### src/rtl/ext_bus_controller_if.sv
// Core strobe bus and asynchronous SRAM pins of ext_bus_controller, grouped as one port.
interface ext_bus_controller_if #(
  parameter int unsigned ADDR_W = 16,
  parameter int unsigned DATA_W = 16
);
  logic [ADDR_W-1:0] ADDR_BUF;
  logic [DATA_W-1:0] DOUT_BUF;
  logic              RDN_BUF;
  logic              WRN0_BUF;
  logic              WRN1_BUF;
  logic              ABUS_OEN;
  logic [DATA_W-1:0] DIN;
  logic              BUSY;
  logic              ERR;
  logic [ADDR_W-1:0] MEM_ADDR;
  logic [DATA_W-1:0] MEM_DQ_OUT;
  logic [DATA_W-1:0] MEM_DQ_IN;
  logic              MEM_DQ_OE;
  logic              MEM_CEN;
  logic              MEM_OEN;
  logic              MEM_WEN;
  logic              MEM_BLEN;
  logic              MEM_BHEN;

  modport slave (
    input  ADDR_BUF, DOUT_BUF, RDN_BUF, WRN0_BUF, WRN1_BUF, ABUS_OEN, MEM_DQ_IN,
    output DIN, BUSY, ERR, MEM_ADDR, MEM_DQ_OUT, MEM_DQ_OE,
           MEM_CEN, MEM_OEN, MEM_WEN, MEM_BLEN, MEM_BHEN
  );

  modport master (
    output ADDR_BUF, DOUT_BUF, RDN_BUF, WRN0_BUF, WRN1_BUF, ABUS_OEN, MEM_DQ_IN,
    input  DIN, BUSY, ERR, MEM_ADDR, MEM_DQ_OUT, MEM_DQ_OE,
           MEM_CEN, MEM_OEN, MEM_WEN, MEM_BLEN, MEM_BHEN
  );
endinterface

### src/rtl/ext_bus_controller.sv
// Turns core bus strobes into a timed async SRAM cycle (setup, WAIT_STATES strobe, recover).
// Each state decides the pin values for the following cycle, so BUSY spans WAIT_STATES+3 cycles.
module ext_bus_controller #(
  parameter int unsigned WAIT_STATES = 2,
  parameter int unsigned ADDR_W      = 16,
  parameter int unsigned DATA_W      = 16
) (
  input  logic                 CLK,
  input  logic                 RESET,
  ext_bus_controller_if.slave  bus
);
  localparam int unsigned CNT_W = 4;

  typedef enum logic [1:0] {IDLE, SETUP, STROBE, RECOVER} state_e;

  state_e            state_q, state_d;
  logic              rdn_prev_q, rdn_prev_d;
  logic              wrn0_prev_q, wrn0_prev_d;
  logic              wrn1_prev_q, wrn1_prev_d;
  logic              rd_fall_c, wr_fall_c, req_c, accept_c;
  logic              is_wr_q, is_wr_d;
  logic              lane_lo_q, lane_lo_d;
  logic              lane_hi_q, lane_hi_d;
  logic [CNT_W-1:0]  cnt_q, cnt_d;
  logic [ADDR_W-1:0] mem_addr_q, mem_addr_d;
  logic [DATA_W-1:0] mem_dq_out_q, mem_dq_out_d;
  logic [DATA_W-1:0] din_q, din_d;
  logic              busy_q, busy_d;
  logic              err_q, err_d;
  logic              dq_oe_q, dq_oe_d;
  logic              cen_q, cen_d;
  logic              oen_q, oen_d;
  logic              wen_q, wen_d;
  logic              blen_q, blen_d;
  logic              bhen_q, bhen_d;

  // Falling-edge detect against last cycle's sample; ABUS_OEN high masks requests.
  always_comb begin
    rd_fall_c = rdn_prev_q & ~bus.RDN_BUF;
    wr_fall_c = (wrn0_prev_q & ~bus.WRN0_BUF) | (wrn1_prev_q & ~bus.WRN1_BUF);
    req_c     = (rd_fall_c | wr_fall_c) & ~bus.ABUS_OEN;
    accept_c  = req_c & ~busy_q;
  end

  always_comb begin
    state_d      = state_q;
    rdn_prev_d   = bus.RDN_BUF;
    wrn0_prev_d  = bus.WRN0_BUF;
    wrn1_prev_d  = bus.WRN1_BUF;
    is_wr_d      = is_wr_q;
    lane_lo_d    = lane_lo_q;
    lane_hi_d    = lane_hi_q;
    cnt_d        = cnt_q;
    mem_addr_d   = mem_addr_q;
    mem_dq_out_d = mem_dq_out_q;
    din_d        = din_q;
    busy_d       = busy_q;
    dq_oe_d      = dq_oe_q;
    cen_d        = cen_q;
    oen_d        = oen_q;
    wen_d        = wen_q;
    blen_d       = blen_q;
    bhen_d       = bhen_q;
    // A request while busy, or read and write falling together, is a protocol error.
    err_d        = req_c & (busy_q | (rd_fall_c & wr_fall_c));

    unique case (state_q)
      IDLE: begin
        if (busy_q) begin
          busy_d = 1'b0;
        end else if (accept_c) begin
          mem_addr_d   = bus.ADDR_BUF;
          mem_dq_out_d = bus.DOUT_BUF;
          is_wr_d      = wr_fall_c;
          lane_lo_d    = ~wr_fall_c | ~bus.WRN0_BUF;
          lane_hi_d    = ~wr_fall_c | ~bus.WRN1_BUF;
          busy_d       = 1'b1;
          state_d      = SETUP;
        end
      end
      SETUP: begin
        cen_d   = 1'b0;
        blen_d  = ~lane_lo_q;
        bhen_d  = ~lane_hi_q;
        dq_oe_d = is_wr_q;
        cnt_d   = CNT_W'(WAIT_STATES - 1);
        state_d = STROBE;
      end
      STROBE: begin
        oen_d = is_wr_q;
        wen_d = ~is_wr_q;
        if (cnt_q == '0) begin
          state_d = RECOVER;
        end else begin
          cnt_d = cnt_q - CNT_W'(1);
        end
      end
      RECOVER: begin
        // Read data is sampled on the edge that releases MEM_OEN.
        if (!is_wr_q) begin
          din_d = bus.MEM_DQ_IN;
        end
        oen_d   = 1'b1;
        wen_d   = 1'b1;
        cen_d   = 1'b1;
        blen_d  = 1'b1;
        bhen_d  = 1'b1;
        dq_oe_d = 1'b0;
        state_d = IDLE;
      end
      default: state_d = IDLE;
    endcase
  end

  always_ff @(posedge CLK or posedge RESET) begin
    if (RESET) begin
      state_q      <= IDLE;
      rdn_prev_q   <= 1'b1;
      wrn0_prev_q  <= 1'b1;
      wrn1_prev_q  <= 1'b1;
      is_wr_q      <= 1'b0;
      lane_lo_q    <= 1'b0;
      lane_hi_q    <= 1'b0;
      cnt_q        <= '0;
      mem_addr_q   <= '0;
      mem_dq_out_q <= '0;
      din_q        <= '0;
      busy_q       <= 1'b0;
      err_q        <= 1'b0;
      dq_oe_q      <= 1'b0;
      cen_q        <= 1'b1;
      oen_q        <= 1'b1;
      wen_q        <= 1'b1;
      blen_q       <= 1'b1;
      bhen_q       <= 1'b1;
    end else begin
      state_q      <= state_d;
      rdn_prev_q   <= rdn_prev_d;
      wrn0_prev_q  <= wrn0_prev_d;
      wrn1_prev_q  <= wrn1_prev_d;
      is_wr_q      <= is_wr_d;
      lane_lo_q    <= lane_lo_d;
      lane_hi_q    <= lane_hi_d;
      cnt_q        <= cnt_d;
      mem_addr_q   <= mem_addr_d;
      mem_dq_out_q <= mem_dq_out_d;
      din_q        <= din_d;
      busy_q       <= busy_d;
      err_q        <= err_d;
      dq_oe_q      <= dq_oe_d;
      cen_q        <= cen_d;
      oen_q        <= oen_d;
      wen_q        <= wen_d;
      blen_q       <= blen_d;
      bhen_q       <= bhen_d;
    end
  end

  assign bus.DIN        = din_q;
  assign bus.BUSY       = busy_q;
  assign bus.ERR        = err_q;
  assign bus.MEM_ADDR   = mem_addr_q;
  assign bus.MEM_DQ_OUT = mem_dq_out_q;
  assign bus.MEM_DQ_OE  = dq_oe_q;
  assign bus.MEM_CEN    = cen_q;
  assign bus.MEM_OEN    = oen_q;
  assign bus.MEM_WEN    = wen_q;
  assign bus.MEM_BLEN   = blen_q;
  assign bus.MEM_BHEN   = bhen_q;

endmodule

### src/flat_wrapper.sv
// flat-port wrapper written by rule: the top's interface ports become plain ports
module ext_bus_controller_flat 
#(
  parameter int unsigned WAIT_STATES = 2,
  parameter int unsigned ADDR_W      = 16,
  parameter int unsigned DATA_W      = 16
)
  (CLK, RESET, bus_ADDR_BUF, bus_DOUT_BUF, bus_RDN_BUF, bus_WRN0_BUF, bus_WRN1_BUF, bus_ABUS_OEN, bus_MEM_DQ_IN, bus_DIN, bus_BUSY, bus_ERR, bus_MEM_ADDR, bus_MEM_DQ_OUT, bus_MEM_DQ_OE, bus_MEM_CEN, bus_MEM_OEN, bus_MEM_WEN, bus_MEM_BLEN, bus_MEM_BHEN);
  ext_bus_controller_if #(.ADDR_W(ADDR_W), .DATA_W(DATA_W)) bus_i ();
  input  logic CLK;
  input  logic RESET;
  input wire logic [$bits(bus_i.ADDR_BUF)-1:0] bus_ADDR_BUF;
  input wire logic [$bits(bus_i.DOUT_BUF)-1:0] bus_DOUT_BUF;
  input wire logic [$bits(bus_i.RDN_BUF)-1:0] bus_RDN_BUF;
  input wire logic [$bits(bus_i.WRN0_BUF)-1:0] bus_WRN0_BUF;
  input wire logic [$bits(bus_i.WRN1_BUF)-1:0] bus_WRN1_BUF;
  input wire logic [$bits(bus_i.ABUS_OEN)-1:0] bus_ABUS_OEN;
  input wire logic [$bits(bus_i.MEM_DQ_IN)-1:0] bus_MEM_DQ_IN;
  output wire logic [$bits(bus_i.DIN)-1:0] bus_DIN;
  output wire logic [$bits(bus_i.BUSY)-1:0] bus_BUSY;
  output wire logic [$bits(bus_i.ERR)-1:0] bus_ERR;
  output wire logic [$bits(bus_i.MEM_ADDR)-1:0] bus_MEM_ADDR;
  output wire logic [$bits(bus_i.MEM_DQ_OUT)-1:0] bus_MEM_DQ_OUT;
  output wire logic [$bits(bus_i.MEM_DQ_OE)-1:0] bus_MEM_DQ_OE;
  output wire logic [$bits(bus_i.MEM_CEN)-1:0] bus_MEM_CEN;
  output wire logic [$bits(bus_i.MEM_OEN)-1:0] bus_MEM_OEN;
  output wire logic [$bits(bus_i.MEM_WEN)-1:0] bus_MEM_WEN;
  output wire logic [$bits(bus_i.MEM_BLEN)-1:0] bus_MEM_BLEN;
  output wire logic [$bits(bus_i.MEM_BHEN)-1:0] bus_MEM_BHEN;
  assign bus_i.ADDR_BUF = bus_ADDR_BUF;
  assign bus_i.DOUT_BUF = bus_DOUT_BUF;
  assign bus_i.RDN_BUF = bus_RDN_BUF;
  assign bus_i.WRN0_BUF = bus_WRN0_BUF;
  assign bus_i.WRN1_BUF = bus_WRN1_BUF;
  assign bus_i.ABUS_OEN = bus_ABUS_OEN;
  assign bus_i.MEM_DQ_IN = bus_MEM_DQ_IN;
  assign bus_DIN = bus_i.DIN;
  assign bus_BUSY = bus_i.BUSY;
  assign bus_ERR = bus_i.ERR;
  assign bus_MEM_ADDR = bus_i.MEM_ADDR;
  assign bus_MEM_DQ_OUT = bus_i.MEM_DQ_OUT;
  assign bus_MEM_DQ_OE = bus_i.MEM_DQ_OE;
  assign bus_MEM_CEN = bus_i.MEM_CEN;
  assign bus_MEM_OEN = bus_i.MEM_OEN;
  assign bus_MEM_WEN = bus_i.MEM_WEN;
  assign bus_MEM_BLEN = bus_i.MEM_BLEN;
  assign bus_MEM_BHEN = bus_i.MEM_BHEN;
  ext_bus_controller #(.WAIT_STATES(WAIT_STATES), .ADDR_W(ADDR_W), .DATA_W(DATA_W)) u_core (.CLK(CLK), .RESET(RESET), .bus(bus_i));
endmodule
### config.mk
export PLATFORM = sky130hd
export DESIGN_NAME = ext_bus_controller_flat
export DESIGN_NICKNAME = d
export VERILOG_FILES = /design/src/rtl/ext_bus_controller_if.sv /design/src/rtl/ext_bus_controller.sv /design/src/flat_wrapper.sv
export SDC_FILE = /design/constraint.sdc
export NUM_CORES = 1
export LEC_CHECK = 0
export CAP_MARGIN = 20
export CORE_ASPECT_RATIO = 1.2
export CORE_MARGIN = 2
export CORE_UTILIZATION = 38
export CTS_CLUSTER_SIZE = 8
export DETAILED_ROUTE_END_ITERATION = 12
export GPL_ROUTABILITY_DRIVEN = 0
export HOLD_SLACK_MARGIN = 0.02
export PLACE_DENSITY_LB_ADDON = 0.1
export SYNTH_ARGS = -nofsm -noshare
export SYNTH_HDL_FRONTEND = slang
export SYNTH_SLANG_ARGS = --single-unit
### constraint.sdc
create_clock -name CLK -period 2.3 [get_ports CLK]
set_input_delay 0.46 -clock CLK [delete_from_list [all_inputs] [get_ports CLK]]
set_output_delay 0.46 -clock CLK [all_outputs]
set_load 0.02 [all_outputs]
Yosys cells after proc, flatten, opt, wreduce, memory -nomap -nowiden
Cells that the tools add are included.
W data, S select, Z words.
{"block": "classes", "add_sub_neg": 1, "multipliers": 0, "div": 0, "order_cmp": 0, "n_eq_ne": 7, "shifts": 0, "n_mux": 14, "bitwise_logic": 21, "reduce_logical": 9}
{"op": "$pmux W1 S2", "n": 6}
{"op": "$not A1 Y1", "n": 9}
{"op": "$pmux W2 S4", "n": 1}
{"op": "$pmux W4 S2", "n": 1}
{"op": "$and A1 B1 Y1", "n": 7}
{"op": "$mux W2", "n": 3}
{"op": "$reduce_and A3 Y1", "n": 2}
{"op": "$reduce_bool A2 Y1", "n": 3}
{"op": "$or A1 B1 Y1", "n": 5}
{"op": "$eq A2 B2 Y1 const B", "n": 2}
{"op": "$logic_not A4 Y1", "n": 1}
{"op": "$mux W4", "n": 1}
{"op": "$ne A2 B1 Y1 const B", "n": 2}
{"op": "$ne A2 B2 Y1 const B", "n": 2}
{"op": "$reduce_and A2 Y1", "n": 2}
{"op": "$sub A4 B1 Y4 const B", "n": 1}
{"op": "$eq A2 B1 Y1 const B", "n": 1}
{"op": "$logic_not A2 Y1", "n": 1}
{"op": "$mux W1", "n": 2}
{"block": "word_totals", "register_bits": 68, "latch_bits": 0, "ram_bits": 0, "rom_bits": 0, "input_bits": 54, "output_inout_bits": 56, "word_cells": 71, "memories": 0}

Longest topological paths before layout
{"block": "logic_depth", "depth_word": 9, "ltp_mapped": 6}

Worst setup path before layout
Ideal clock, no wire load.
{"block": "synth_timing", "path_type": "reg2reg", "start": "register u_core.state_q[0]", "end": "register u_core.mem_addr_q[10] (netlist: u_core.bus.MEM_ADDR[10])", "setup_ps": 125, "arrival_ps": 1493, "t_required_ps": 2175, "setup_slack_ps": 682, "path_stages_with_launch": 7, "path_buffers": 2, "period_less_slack_ps": 1618, "path_cell_list": "dfrtp_1 > inv_1 > ha_1 > o311a_1 > buf_6 > buf_8 > mux2_4"}
{"block": "synth_between", "elab_chain_cells": 2}
{"item": "start, declared", "line_no": "ext_bus_controller.sv:16", "rtl": "state_e state_q, state_d;"}
{"item": "start signal, assigned", "line_no": "ext_bus_controller.sv:137", "rtl": "state_q <= state_d;"}
{"item": "$logic_not A2 Y1", "line_no": "ext_bus_controller.sv:67", "rtl": "unique case (state_q)"}
{"item": "$reduce_and A3 Y1 (no line)"}
{"item": "end signal, assigned", "line_no": "ext_bus_controller.sv:145", "rtl": "mem_addr_q <= mem_addr_d;"}
{"item": "end, declared", "line_no": "ext_bus_controller.sv:25", "rtl": "logic [ADDR_W-1:0] mem_addr_q, mem_addr_d;"}
No other way between the ends.
A chain may end at the register's enable or synchronous reset.

Worst setup path in the final report
{"block": "layout_timing", "start": "register u_core.blen_q (netlist: u_core.bus.MEM_BLEN)", "end": "output bus_MEM_BLEN"}
{"item": "start, declared", "line_no": "ext_bus_controller.sv:34", "rtl": "logic blen_q, blen_d;"}
{"item": "start signal, assigned", "line_no": "ext_bus_controller.sv:154", "rtl": "blen_q <= blen_d;"}
{"item": "end, declared", "line_no": "flat_wrapper.sv:28", "rtl": "output wire logic [$bits(bus_i.MEM_BLEN)-1:0] bus_MEM_BLEN;"}
No word-level cell between the ends.

==> results_dict.tcl <==
set metrics [dict create \
    critPathLaunch "u_core.bus.MEM_BLEN" \
    fillerInstances 602 \
    cpLargestDelayFamily "buffers and inverters" \
    power_density_nw_per_um2 1440 \
    cp_slowest_cell "clkdlybuf4s50_1" \
    drt-wirelength-per-cell_um 15.1 \
    r2r-start "u_core.state_q[0]" \
    ys.flop_type "dfrtp_1" \
    synth_largest_area_cell "dfrtp_1" \
    yosys-top-cells-area "dfrtp_1 (52%), mux2_4 (14%), mux2_2 (8.5%)" \
    ir_worst_vdd_mv 0.597 \
    syn_area_per_cell_um2 15.0 \
    synthCells 194 \
    io_buffers 109 \
    layout_common_cells "clkdlybuf4s50_1 (109), dfrtp_1 (60), mux2_4 (27)" \
    layout-drive-gt1-share 0.259 \
    cts_hold_buf 0 \
    path_buf_inv 1 \
    r2r_slack_ns 0.50 \
    r2r_cells 5 \
    max_cap_violations 0 \
    syn_area_um2 2910 \
    area_delta_synth_final_pct 47.5 \
    antenna_found_initial 0 \
    holdPathEnd "u_core.bus.MEM_OEN" \
    dieWidth_um 83.9 \
    leakage_nw 1.83 \
    fp.dieArea_um2 8370 \
    crit_path_max_incr_delay_ns 0.62 \
    setup_violations 0 \
    crit_fanout 2 \
    root_buffer "clkbuf_8" \
    stdcell_area_um2 4290 \
    drc 0 \
    ys_seq_area_frac 0.589 \
    vias 1921 \
    insertion_delay_ns 0.33 \
    finalClockSkew_ns 0.0109 \
    rsz0062_at_grt "false" \
    critPathLaunchType "register" \
    cts_made_buffers 9 \
    period_share 0.844 \
    mostFrequentLayoutCell "clkdlybuf4s50_1" \
    cts_sinks 68 \
    cp_cell_sequence "clkdlybuf4s50_1" \
    drt-total-wl_um 6110 \
    worstPathArrival_ns 1.48 \
    n_antenna_cell 0 \
    hpwlAfterDp_um 4300 \
    cts_buffer_depth 2 \
    postPlaceCellArea_um2 4090 \
    syn_nets 254 \
    holdCritStartpoint "u_core.bus.MEM_OEN" \
    cts_tree "done" \
    fp.coreArea_um2 7320 \
    grt_pass1_vias 2021 \
    r2r-end "u_core.bus.MEM_ADDR[5]" \
    grt_pass1_wl_um 10100 \
    hold_viol_final 0 \
    via_per_inst 4.73 \
    crit_type "register to output port" \
    max_clock_freq_mhz 515 \
    std_cell_rows 34 \
    grt_overflow 0 \
    die_h_um 99.8 \
    io_pins 110 \
    setup_tns_ns 0 \
    grt_usage 0.155 \
    async_reset_ff_frac 1.00 \
    required_ns 1.84 \
    yosys_warnings 0 \
    maxSlewViolCount 0 \
    synth_edf_count 0 \
    postCtsSetupBuffers 0 \
    synth_top_area_share 0.516 \
    tightest_slew_ns 0.469 \
    drtAntennaViolNets 0 \
    final_nets 371 \
    path_clk_slew_ns 0.07 \
    cts_resized 0 \
    post-route-util 0.586 \
    hold_path_class "register to register" \
    ys_ff_latch 68 \
    layout_min_cycle_time_ns 1.94 \
    start_util 0.397 \
    end_kind "output port" \
    drtIter0Drc 83 \
    whs_path_depth 2 \
    htree_levels 3 \
    slew-limit-headroom 0.683 \
    status "finished, final reports clean" \
    dr.pass1.iters 4 \
    grt_max_degree 69 \
    yosysUniqueCellTypes 34 \
]
==> how the worst max path moves through the flow <==
| stage | end | depth (start not counted) |
|---|---|---|
| CTS | bus_MEM_BHEN | 1 |
| global placement | u_core.bus.MEM_ADDR[13] | 5 |
| floorplan | u_core.bus.BUSY | 1 |
| detailed placement | u_core.bus.MEM_DQ_OUT[6] | 5 |
| global route | bus_MEM_BHEN | 1 |
| finish | bus_MEM_BLEN | 1 |
==> power breakdown <==
| part | internal [mW] | switching, mW |
|---|---|---|
| Combinational | 1.70 | 1.35 |
| Clock | 0.557 | 0.435 |
| Sequential | 1.81 | 0.333 |
| Total | 4.06 | 2.12 |
==> synthesized netlist by cell type (all sizes together) (2+ instances only) <==
master and instances:
dfrtp 60, mux2 49, nand2 10, inv 9, dfstp 8, o21ai 8, buf 6, ha 6
nand2b 4, nor2b 4, o211ai 4, nand3 3, nor2 3, a21o 2, a21oi 2, mux2i 2
o22a 2, o31ai 2
==> per-stage QoR <==
| step | power (mW) | std cells | worst slack [ns] | hold WS, ns |
|---|---|---|---|---|
| 6_report | 6.18 | 406 | 0.358 | 0.498 |
| 5_1_grt | 6.58 | 406 | 0.306 | 0.519 |
| 4_1_cts | 6.27 | 406 | 0.326 | 0.511 |
| 3_5_place_dp | 5.25 | 390 | 0.110 | 0.491 |
| 3_3_place_gp | 5.19 | 390 | 0.170 | 0.481 |
| 2_1_floorplan | 3.93 | 194 | 0.142 | 0.464 |
==> registers in the layout, indices dropped and copies added (netlist names) <==
register / flops
u_core.bus.ERR: 1
u_core.bus.MEM_WEN: 1
u_core.bus.MEM_ADDR: 16
u_core.is_wr_q: 1
u_core.bus.MEM_DQ_OE: 1
u_core.rdn_prev_q: 1
u_core.lane_lo_q: 1
u_core.bus.MEM_BLEN: 1
u_core.wrn0_prev_q: 1
u_core.bus.DIN: 16
u_core.wrn1_prev_q: 1
u_core.bus.MEM_BHEN: 1
u_core.bus.MEM_CEN: 1
u_core.bus.BUSY: 1
u_core.cnt_q: 4
u_core.state_q: 2
u_core.bus.MEM_DQ_OUT: 16
u_core.bus.MEM_OEN: 1
u_core.lane_hi_q: 1
==> routing by layer <==
layer,track usage,part of all wire,vias to the layer above,wire (µm)
met5,0,0,-,0
met4,0.0670,0.0062,0,38
met3,0.0362,0.050,3,305
met2,0.242,0.48,65,2940
met1,0.210,0.46,938,2830
li1,-,-,915,-
==> cell families after synthesis <==
family | count (synthesis) | synth area share
muxes | 51 | 0.231
adders and majority gates | 6 | 0.0258
DFF | 68 | 0.589
buffers and inverters | 16 | 0.0392
AOI/OAI and AO/OA | 25 | 0.0602
and+or+nand+nor | 28 | 0.0546
==> area by class of cell <==
cell class              instances  area [µm²]  share of cell area
clock buffers                  12         155              0.0362
well taps                      90         113              0.0262
flip-flops and latches         68        1710               0.399
clock inverters                 4        47.5              0.0111
inverters                       9        33.8             0.00787
repair buffers                113        1150               0.267
multi-input cells             110        1080               0.253
Note: power is estimated with default switching activity, not from simulation.
